[src/rtl/ahb3lite_burst_master.sv]
// AHB3-Lite incrementing burst master.
// Takes one burst request at a time and runs it as a sequence of address and data phases.
// Write data arrives on a valid/ready stream. Read data leaves on a valid-only stream.
// If a write word is late, the burst pauses: HTRANS shows BUSY mid-burst, or IDLE before a
// NONSEQ beat. A slave ERROR stops the burst, drains the write words still owed, and
// reports err together with done.
module ahb3lite_burst_master #(
    parameter int          HADDR_SIZE = 32,
    parameter int          HDATA_SIZE = 32,
    parameter logic [3:0]  HPROT_VAL  = 4'b0011
) (
    input  logic                   HCLK,
    input  logic                   HRESETn,
    // request port
    input  logic                   req_valid,
    output logic                   req_ready,
    input  logic [HADDR_SIZE-1:0]  req_addr,
    input  logic                   req_write,
    input  logic [2:0]             req_size,
    input  logic [4:0]             req_len,
    // write stream
    input  logic                   wdat_valid,
    output logic                   wdat_ready,
    input  logic [HDATA_SIZE-1:0]  wdat_data,
    // read stream
    output logic                   rdat_valid,
    output logic [HDATA_SIZE-1:0]  rdat_data,
    output logic                   rdat_last,
    // status
    output logic                   done,
    output logic                   err,
    // AHB master
    output logic [HADDR_SIZE-1:0]  HADDR,
    output logic                   HWRITE,
    output logic [2:0]             HSIZE,
    output logic [2:0]             HBURST,
    output logic [3:0]             HPROT,
    output logic [1:0]             HTRANS,
    output logic                   HMASTLOCK,
    output logic [HDATA_SIZE-1:0]  HWDATA,
    input  logic [HDATA_SIZE-1:0]  HRDATA,
    input  logic                   HREADY,
    input  logic                   HRESP
);
    typedef enum logic [1:0] {IDLE, ADDR, DATA, ERR} state_t;
    localparam logic [1:0] T_IDLE = 2'b00, T_BUSY = 2'b01, T_NONSEQ = 2'b10, T_SEQ = 2'b11;

    state_t                 state_q, state_d;
    logic [HADDR_SIZE-1:0]  haddr_q, haddr_d, haddr_nxt, inc;
    logic [1:0]             htrans_q, htrans_d, kind;
    logic                   hwrite_q, hwrite_d;
    logic [2:0]             hsize_q, hsize_d, hburst_q, hburst_d, burst_sel;
    logic [HDATA_SIZE-1:0]  hwdata_q, hwdata_d;
    logic [4:0]             beats_q, beats_d, fetch_q, fetch_d, len_eff, rem;
    logic                   dp_act_q, dp_act_d, dp_last_q, dp_last_d;
    logic                   done_q, done_d, err_q, err_d;
    logic                   buf_full_q, buf_full_d;
    logic [HDATA_SIZE-1:0]  buf_q, buf_d, wcur_q, wcur_d, word;
    logic                   wdat_fire, avail, active, dp_err;
    logic [12:0]            span;

    assign len_eff   = (req_len == 5'd0) ? 5'd1 : req_len;
    assign span      = 13'(req_addr[9:0]) + (13'(len_eff) << req_size);
    assign inc       = {{(HADDR_SIZE-1){1'b0}}, 1'b1} << hsize_q;
    assign haddr_nxt = haddr_q + inc;
    assign active    = htrans_q[1];
    assign dp_err    = dp_act_q & HRESP & ~HREADY;
    assign wdat_fire = wdat_valid & wdat_ready;
    // word for the next beat: the parked one takes priority, otherwise the one arriving now
    assign avail     = buf_full_q | wdat_fire;
    assign word      = buf_full_q ? buf_q : wdat_data;

    // burst encoding; a burst that crosses a 1KB boundary is issued as undefined-length INCR
    always_comb begin
        unique case (len_eff)
            5'd1:    burst_sel = 3'b000;
            5'd4:    burst_sel = 3'b011;
            5'd8:    burst_sel = 3'b101;
            5'd16:   burst_sel = 3'b111;
            default: burst_sel = 3'b001;
        endcase
        if (span > 13'd1024) burst_sel = 3'b001;
    end

    // write words are taken at accept, while beats are still owed, and while draining after an error
    always_comb begin
        wdat_ready = 1'b0;
        unique case (state_q)
            IDLE:    wdat_ready = req_valid & req_write;
            ADDR:    wdat_ready = hwrite_q & ~buf_full_q & (fetch_q != 5'd0);
            ERR:     wdat_ready = (fetch_q != 5'd0);
            default: wdat_ready = 1'b0;
        endcase
    end

    // next-state and next values of every registered output
    always_comb begin
        state_d    = state_q;
        haddr_d    = haddr_q;
        htrans_d   = htrans_q;
        hwrite_d   = hwrite_q;
        hsize_d    = hsize_q;
        hburst_d   = hburst_q;
        hwdata_d   = hwdata_q;
        beats_d    = beats_q;
        fetch_d    = fetch_q;
        dp_act_d   = dp_act_q;
        dp_last_d  = dp_last_q;
        buf_full_d = buf_full_q;
        buf_d      = buf_q;
        wcur_d     = wcur_q;
        done_d     = 1'b0;
        err_d      = 1'b0;
        rem        = beats_q;
        kind       = T_NONSEQ;
        if (wdat_fire) fetch_d = fetch_q - 5'd1;
        unique case (state_q)
            IDLE: begin
                if (req_valid) begin
                    state_d   = ADDR;
                    haddr_d   = req_addr;
                    hwrite_d  = req_write;
                    hsize_d   = req_size;
                    hburst_d  = burst_sel;
                    beats_d   = len_eff;
                    dp_last_d = 1'b0;
                    fetch_d   = req_write ? len_eff - 5'(wdat_fire) : 5'd0;
                    htrans_d  = (!req_write || wdat_fire) ? T_NONSEQ : T_IDLE;
                    if (wdat_fire) wcur_d = wdat_data;
                end
            end
            ADDR: begin
                if (dp_err) begin
                    state_d    = ERR;
                    htrans_d   = T_IDLE;
                    buf_full_d = 1'b0;
                end else begin
                    // park an early word; overridden below if it is issued right away
                    if (wdat_fire) begin
                        buf_full_d = 1'b1;
                        buf_d      = wdat_data;
                    end
                    if (HREADY) begin
                        dp_act_d = active;
                        if (active) begin
                            if (hwrite_q) hwdata_d = wcur_q;
                            beats_d   = beats_q - 5'd1;
                            dp_last_d = (beats_q == 5'd1);
                            haddr_d   = haddr_nxt;
                            rem       = beats_q - 5'd1;
                            kind      = (haddr_nxt[9:0] == 10'd0) ? T_NONSEQ : T_SEQ;
                        end else begin
                            kind      = (htrans_q == T_BUSY) ? T_SEQ : T_NONSEQ;
                        end
                        if (rem == 5'd0) begin
                            htrans_d = T_IDLE;
                            state_d  = DATA;
                        end else if (!hwrite_q || avail) begin
                            htrans_d = kind;
                            if (hwrite_q) begin
                                wcur_d     = word;
                                buf_full_d = 1'b0;
                            end
                        end else begin
                            htrans_d = (kind == T_SEQ) ? T_BUSY : T_IDLE;
                        end
                    end
                end
            end
            DATA: begin
                if (dp_err) begin
                    state_d  = ERR;
                    htrans_d = T_IDLE;
                end else if (HREADY && dp_act_q) begin
                    dp_act_d = 1'b0;
                    if (dp_last_q) begin
                        done_d  = 1'b1;
                        state_d = IDLE;
                    end
                end
            end
            ERR: begin
                if (HREADY) dp_act_d = 1'b0;
                if (!dp_act_q && fetch_q == 5'd0) begin
                    done_d  = 1'b1;
                    err_d   = 1'b1;
                    state_d = IDLE;
                end
            end
            default: state_d = IDLE;
        endcase
    end

    // state and registered outputs; reset abandons any burst without reporting done
    always_ff @(posedge HCLK or negedge HRESETn) begin
        if (!HRESETn) begin
            state_q    <= IDLE;
            haddr_q    <= '0;
            htrans_q   <= T_IDLE;
            hwrite_q   <= 1'b0;
            hsize_q    <= 3'd0;
            hburst_q   <= 3'd0;
            hwdata_q   <= '0;
            beats_q    <= 5'd0;
            fetch_q    <= 5'd0;
            dp_act_q   <= 1'b0;
            dp_last_q  <= 1'b0;
            done_q     <= 1'b0;
            err_q      <= 1'b0;
            buf_full_q <= 1'b0;
            buf_q      <= '0;
            wcur_q     <= '0;
        end else begin
            state_q    <= state_d;
            haddr_q    <= haddr_d;
            htrans_q   <= htrans_d;
            hwrite_q   <= hwrite_d;
            hsize_q    <= hsize_d;
            hburst_q   <= hburst_d;
            hwdata_q   <= hwdata_d;
            beats_q    <= beats_d;
            fetch_q    <= fetch_d;
            dp_act_q   <= dp_act_d;
            dp_last_q  <= dp_last_d;
            done_q     <= done_d;
            err_q      <= err_d;
            buf_full_q <= buf_full_d;
            buf_q      <= buf_d;
            wcur_q     <= wcur_d;
        end
    end

    assign req_ready  = (state_q == IDLE);
    assign rdat_valid = dp_act_q & ~hwrite_q & HREADY & ~HRESP;
    assign rdat_data  = HRDATA;
    assign rdat_last  = rdat_valid & dp_last_q;
    assign done       = done_q;
    assign err        = err_q;
    assign HADDR      = haddr_q;
    assign HWRITE     = hwrite_q;
    assign HSIZE      = hsize_q;
    assign HBURST     = hburst_q;
    assign HPROT      = HPROT_VAL;
    assign HTRANS     = htrans_q;
    assign HMASTLOCK  = 1'b0;
    assign HWDATA     = hwdata_q;

endmodule

[config.mk]
export PLATFORM = sky130hd
export DESIGN_NAME = ahb3lite_burst_master
export DESIGN_NICKNAME = d
export VERILOG_FILES = /design/src/rtl/ahb3lite_burst_master.sv
export SDC_FILE = /design/constraint.sdc
export NUM_CORES = 1
export LEC_CHECK = 0
export CAP_MARGIN = 30
export CORE_MARGIN = 2
export CORE_UTILIZATION = 37
export CTS_BUF_LIST = sky130_fd_sc_hd__clkbuf_8 sky130_fd_sc_hd__clkbuf_16
export DETAILED_ROUTE_END_ITERATION = 16
export PLACE_DENSITY = 0.66
export SLEW_MARGIN = 0
export SYNTH_ARGS = -nofsm -noshare
export SYNTH_HDL_FRONTEND = slang
export SYNTH_SLANG_ARGS = --single-unit
[constraint.sdc]
create_clock -name HCLK -period 3.27 [get_ports HCLK]
set_clock_uncertainty 0.2 [all_clocks]
set_input_delay 0.654 -clock HCLK [delete_from_list [all_inputs] [get_ports HCLK]]
set_output_delay 0.654 -clock HCLK [all_outputs]
set_load 0.05 [all_outputs]
==> metrics, run 1 <==
status=finished, violations left; failing checks=negative setup slack; worst hold slack=274 ps; later-pin clock latency in the skew report=430 ps; area post-placement=11100 sq um; Final Power=11.6 mW; vias per inst=5.19; htree depth=4; n_diodes=0; Seq/Total Area, Yosys=0.437; f_max=288 MHz; layout cells sized above 1=0.229; GP Congestion=0.853; crit end category=flop; RSZ-0062 raised after global routing=true; CP startpoint=req_len[4]; crit path max-delay cell type=or4b_1; minimum clock period=3480 ps; DRT Wirelength=23500 um; CTS sink count=154; initial antenna violation count=0; total CTS buffers=17; CTS tree=yes; largest net degree at the start of global routing=65; VDD IR max=0.000616 V; Tot GR Track Use=0.188; DR WL/cell=16.6 um; Post-synth EDFFs=0; Die Footprint=25100 sq um; Post-route DRC=0; worst relative slew slack=0.572; asr flop ratio synth=1.00; top cell type's share of synthesized area=0.437; Power Density=978 nW/um^2; post-synth cell types=76; CORE AREA=23500 sq um; nets=1219; remaining antenna violation count=0; critical path peak fanout=10; Mapped Cells=893; Iter 0 DRT Violations=450; final slew viol count=0; # Max-Cap Violations=0; total grt overflow=0; Main synth FF type=dfrtp_1; global-route wire length before repair=37000 um; Worst-path clk slew=70 ps; critical path launch point type=primary input; std cell rows=56; worst hold start=wcur_q[16]$_DFFE_PN0P_; crit path cell chain=clkdlybuf4s15_2 > buf_6 > mux2_4 > o21ai_4 > o32ai_2 > ha_1 > a21o_1 > a311o_1 > a21oi_2 > or4b_1 > a31oi_1 > o21ai_2 > o41ai_2; worst-margin pin slew=642 ps; leakage=5.34 nW; Yosys warning count=0; I/O pin count=227; mapped cell area=8820 sq um; 1st-pass router iterations=4; Chip Height=158 um; initial core utilization=0.376; Largest delay share family, worst path=compound AO/OA/AOI/OAI gates; largest cells by area after synthesis=dfrtp_1 (44%), mux2_2 (8.4%), mux2i_1 (4.7%), o21ai_0 (4.1%), nand2_1 (4.1%); Setup CP Type=in -> reg; Syn Area/Cell=9.88 sq um; worst setup margin=-208 ps; Required @ worst endpoint=3390 ps; final instance area=11900 sq um; via count=7328; dpl hpwl=16900 um; Final Hold Viols=0; FF+latch count, synth=154; port bufs=157; final worst-path cycle share=1.06; vias in the first global route=7165; hold crit path type=reg -> reg; Final setup violation count=3; Root Driver=clkbuf_16; crit path DAT=3600 ps; Place WS=-1110 ps; CP peak stage delay=430 ps; Buf/Inv on CP=2; maximum clock path buffer count=2; Synth area leader=dfrtp_1; Area Growth Syn to Fin=34.9%; Worst R2R Start=HSIZE[2]$_DFFE_PN0P_; die width=158 um
==> Yosys cell counts, types with 11 or more instances <==
| master | number |
|---|---|
| nand4_1 | 12 |
| o21ai_0 | 72 |
| buf_4 | 41 |
| ha_1 | 27 |
| dfrtp_1 | 154 |
| inv_1 | 25 |
| xnor2_1 | 11 |
| nand3_1 | 27 |
| clkbuf_1 | 27 |
| buf_2 | 11 |
| mux2i_1 | 41 |
| mux2_2 | 66 |
| o22ai_1 | 18 |
| a21oi_1 | 51 |
| nor2_1 | 33 |
| and3_1 | 11 |
| nand2_1 | 96 |
==> power by group <==
group          switching, mW  internal [mW]  total, mW  leakage (nW)
clock                  0.873           1.14       2.02         0.297
sequential             0.683           2.77       3.46          1.92
combinational           3.74           2.43       6.16          3.13
==> flip-flops by register name (all words and copies together) (netlist names) <==
register,cells
err,1
state_q,2
dp_last_q,1
HTRANS,2
HWDATA,32
HADDR,32
buf_q,32
fetch_q,5
wcur_q,32
HBURST,3
done,1
buf_full_q,1
dp_act_q,1
HSIZE,3
beats_q,5
HWRITE,1
==> cells by family after synthesis <==
group,synth area share
buffers and inverters,0.0701
AND/OR/NAND/NOR,0.132
XOR/XNOR,0.0199
flip-flops,0.437
multiplexers,0.131
AO/OA/AOI/OAI,0.167
other,0.000851
adder cells (fa/ha/maj),0.0428
==> worst register-to-register path, stage by stage (launching register included) <==
cell and delay [ps]:
dfrtp_2 400, or3b_2 510, inv_1 80, ha_1 220, a21o_1 160, a21oi_1 280
o21ai_0 170, a32o_2 340, and2_1 220, and3_1 190, o31a_1 240
==> area by class of cell <==
cell class                      instances  area [sq um]
Fill cell                            2173         11600
Multi-Input combinational cell        630          4570
Sequential cell                       154          3860
Timing Repair Buffer                  250          2380
Clock buffer                           17           425
Tap cell                              319           399
Clock inverter                         15           166
Inverter                               26          97.6
==> per-stage QoR <==
| step | instances | utilization | setup TNS [ps] |
|---|---|---|---|
| CTS | 1409 | 0.502 | -616 |
| finish | 1411 | 0.507 | -527 |
| detailed placement | 1372 | 0.473 | -3050 |
| global placement | 1372 | 0.473 | -2880 |
| floorplan | 896 | - | -684 |
| global route | 1411 | 0.507 | -910 |
==> final timing paths <==
| kind | cells after the start | to | slack, ps |
|---|---|---|---|
| max | 13 | HBURST[1]$_DFFE_PN0P_ | -210 |
| min reg2reg | 2 | wcur_q[16]$_DFFE_PN0P_ | 270 |
| min in group asynchronous | 2 | HWDATA[30]$_DFFE_PN0P_ | 540 |
| max in group asynchronous | 3 | HADDR[4]$_DFFE_PN0P_ | 1640 |
| max reg2reg | 10 | HADDR[27]$_DFFE_PN0P_ | 140 |
| min | 2 | wcur_q[16]$_DFFE_PN0P_ | 270 |
==> placed cells by master, fill, tap and decap left out, types with 8 or more instances in the layout <==
cell type          n
nor3_1             8
o21ai_0           67
buf_12             9
xor2_1             9
and3_1            11
buf_4             84
clkdlybuf4s50_1  145
ha_1              21
nor2_1            28
clkbuf_16         17
nand3_1           27
inv_1             27
a21oi_1           46
dfrtp_1          151
nand4_1           12
o22ai_1           18
a22oi_1            9
xnor2_1           11
nand2_1           95
and2_1             8
mux2i_1           40
mux2_2            65
o211ai_1           8
==> per-layer routing <==
layer / vias to the layer above / share of wire / global-route usage
met5: - / 0 / 0
met4: 0 / 0.014 / 0.0515
li1: 3575 / - / -
met2: 171 / 0.48 / 0.315
met1: 3554 / 0.47 / 0.249
met3: 28 / 0.041 / 0.0359
==> repair_timing <==
item	CTS	global route
resized for setup	34	29
hold buffers	1	0
hold endpoints to repair	10	0
setup endpoints to repair	3	11
setup buffers	4	2
pin swaps	15	7
No activity file was read; power rests on OpenSTA's default activity.
==> run 2: changes to the inputs <==
--- a/config.mk
+++ b/config.mk
@@ -9,8 +9,9 @@
 export CORE_MARGIN = 2
 export CORE_UTILIZATION = 37
 export CTS_BUF_LIST = sky130_fd_sc_hd__clkbuf_8 sky130_fd_sc_hd__clkbuf_16
+export CTS_CLUSTER_SIZE = 30
 export DETAILED_ROUTE_END_ITERATION = 16
-export PLACE_DENSITY = 0.66
+export PLACE_DENSITY_LB_ADDON = 0.3
 export SLEW_MARGIN = 0
 export SYNTH_ARGS = -nofsm -noshare
 export SYNTH_HDL_FRONTEND = slang
==> run 2 against run 1 <==
Against the previous run:
- clock power hardly changed
- the run still ends with negative setup slack left
- first-iteration DRC count is 20% lower
- cell count is 0.14% lower
- die area stayed put
==> metrics, run 2 (synthesis results as in run 1) <==
status=finished, violations left; failing checks=negative setup slack; crit end category=flop; Final Hold Viols=0 (unchanged); CTS tree=yes; worst setup margin=-192 ps (+16.0 ps); met2 Usage GRT=0.320 (+0.00455); # Max-Cap Violations=0 (unchanged); die width=158 um (unchanged); nets=1217 (-0.16%); dpl hpwl=16800 um (-0.86%); worst relative slew slack=0.554 (-0.0182); DRT Wirelength=23600 um (+0.46%); critical path launch point type=primary input; std cell rows=56 (unchanged); CORE AREA=23500 sq um (unchanged); port bufs=157 (unchanged); most frequent cells in the layout=dfrtp_1 (151), clkdlybuf4s50_1 (145), nand2_1 (94); GP Congestion=0.837 (-1.9%); GRT Max-Usage Layer=met2; Root Driver=clkbuf_16; met3 Use GR=0.0400 (+0.00408); initial antenna violation count=0 (unchanged); critical path peak fanout=10 (unchanged); htree depth=4 (unchanged); Worst-path clk slew=70 ps (about the same); Iter 0 DRT Violations=360 (-20%); Final Power=11.6 mW (-0.16%); layout cells sized above 1=0.227 (-0.00233); Die Footprint=25100 sq um (unchanged); RSZ-0062 raised after global routing=true; VDD IR max=0.000558 V (-9.4%); placed insts=1370 (-0.15%); Required @ worst endpoint=3390 ps (about the same); initial core utilization=0.376 (unchanged); worst hold slack=36.9 ps (-237 ps); cts hold-fix bufs=0 (-1); Setup CP Type=in -> reg; 1st-pass router iterations=5 (+1); CTS sink count=154 (unchanged); via count=7334 (+0.082%); met1 Resource Use GR=0.250 (+0.000818); Tot GR Track Use=0.189 (+0.00107); hold crit path type=in -> async; total grt overflow=0 (unchanged); later-pin clock latency in the skew report=420 ps (about the same); fin cells=1409 (-0.14%); final worst-path cycle share=1.06 (-0.00490); crit path DAT=3580 ps (-20 ps); maximum clock path buffer count=2 (unchanged); n_diodes=0 (unchanged); DR WL/cell=16.7 um (+0.61%); largest net degree at the start of global routing=70 (+7.7%); f_max=289 MHz (+0.46%); global-route wire length before repair=37600 um (+1.7%); vias per inst=5.21 (+0.22%); minimum clock period=3460 ps (-16.0 ps); Final setup violation count=3 (unchanged); vias in the first global route=7279 (+1.6%); worst-margin pin slew=669 ps (+27.3 ps); leakage=5.32 nW (-0.32%); total CTS buffers=17 (unchanged); setup TNS=-414 ps (+113 ps); Power Density=979 nW/um^2 (about the same); Place WS=-1080 ps (+31.6 ps); Area Growth Syn to Fin=34.6%; remaining antenna violation count=0 (unchanged); Post-route DRC=0 (unchanged); Chip Height=158 um (unchanged); commonest non-fill, non-tap cell in the layout=dfrtp_1; final slew viol count=0 (unchanged); I/O pin count=227 (unchanged)
## run 2: worst paths after layout
path | from | to | slack (ps) | depth (start not counted)
hold / removal | HRESETn | wcur_q[29]$_DFFE_PN0P_ | 40 | 1
max in group asynchronous | HRESETn | HADDR[0]$_DFFE_PN0P_ | 2040 | 2
setup reg to reg | HSIZE[2]$_DFFE_PN0P_ | HADDR[24]$_DFFE_PN0P_ | 190 | 12
min in group HCLK | wcur_q[25]$_DFFE_PN0P_ | wcur_q[25]$_DFFE_PN0P_ | 270 | 2
hold reg to reg | wcur_q[25]$_DFFE_PN0P_ | wcur_q[25]$_DFFE_PN0P_ | 270 | 2
setup / recovery | req_len[4] | HBURST[1]$_DFFE_PN0P_ | -190 | 13
## run 2: final cells by class
class | instances | area [sq um]
Clock buffer | 19 | 453
Clock inverter | 13 | 150
Fill cell | 2204 | 11600
Inverter | 26 | 97.6
Multi-Input combinational cell | 630 | 4570
Sequential cell | 154 | 3860
Tap cell | 319 | 399
Timing Repair Buffer | 248 | 2340
## run 2: metrics by stage
stage           util  area [sq um]
3_5_place_dp   0.471         11100
4_1_cts        0.502         11800
5_1_grt        0.506         11900
6_report       0.506         11900
2_1_floorplan      -          8900
3_3_place_gp   0.471         11100
## run 2: worst max-delay path, stage by stage
cell	delay (ps)
clkdlybuf4s15_2	210
buf_6	150
mux2_4	290
o21ai_4	180
o32ai_4	120
ha_1	320
a21o_1	190
a311o_1	350
a21oi_2	150
or4b_1	440
a31oi_1	220
o21ai_2	100
o41ai_2	200
## run 2: repair_timing
action,in CTS,in global routing
endpoints found under the setup margin,3,13
pin swaps,18,12
buffers inserted,5,3
gates resized for setup,38,21
## run 2: routing by layer
layer	share of wire	up-vias	wire length [um]
met1	0.47	3600	11000
met3	0.044	17	1040
met4	0.0079	0	187
met5	0	-	0
met2	0.48	135	11400
li1	-	3582	-
## run 2: power by group
group	internal (mW)	switching, mW	total [mW]
Sequential	2.77	0.680	3.45
Combinational	2.40	3.72	6.13
Clock	1.13	0.909	2.04
==> run 3: changes to the inputs <==
--- a/config.mk
+++ b/config.mk
@@ -5,7 +5,7 @@
 export SDC_FILE = /design/constraint.sdc
 export NUM_CORES = 1
 export LEC_CHECK = 0
-export CAP_MARGIN = 30
+export CAP_MARGIN = 20
 export CORE_MARGIN = 2
 export CORE_UTILIZATION = 37
 export CTS_BUF_LIST = sky130_fd_sc_hd__clkbuf_8 sky130_fd_sc_hd__clkbuf_16
==> results of run 3 <==
The final DEF is identical to that of run 2; final timing and power are the same.
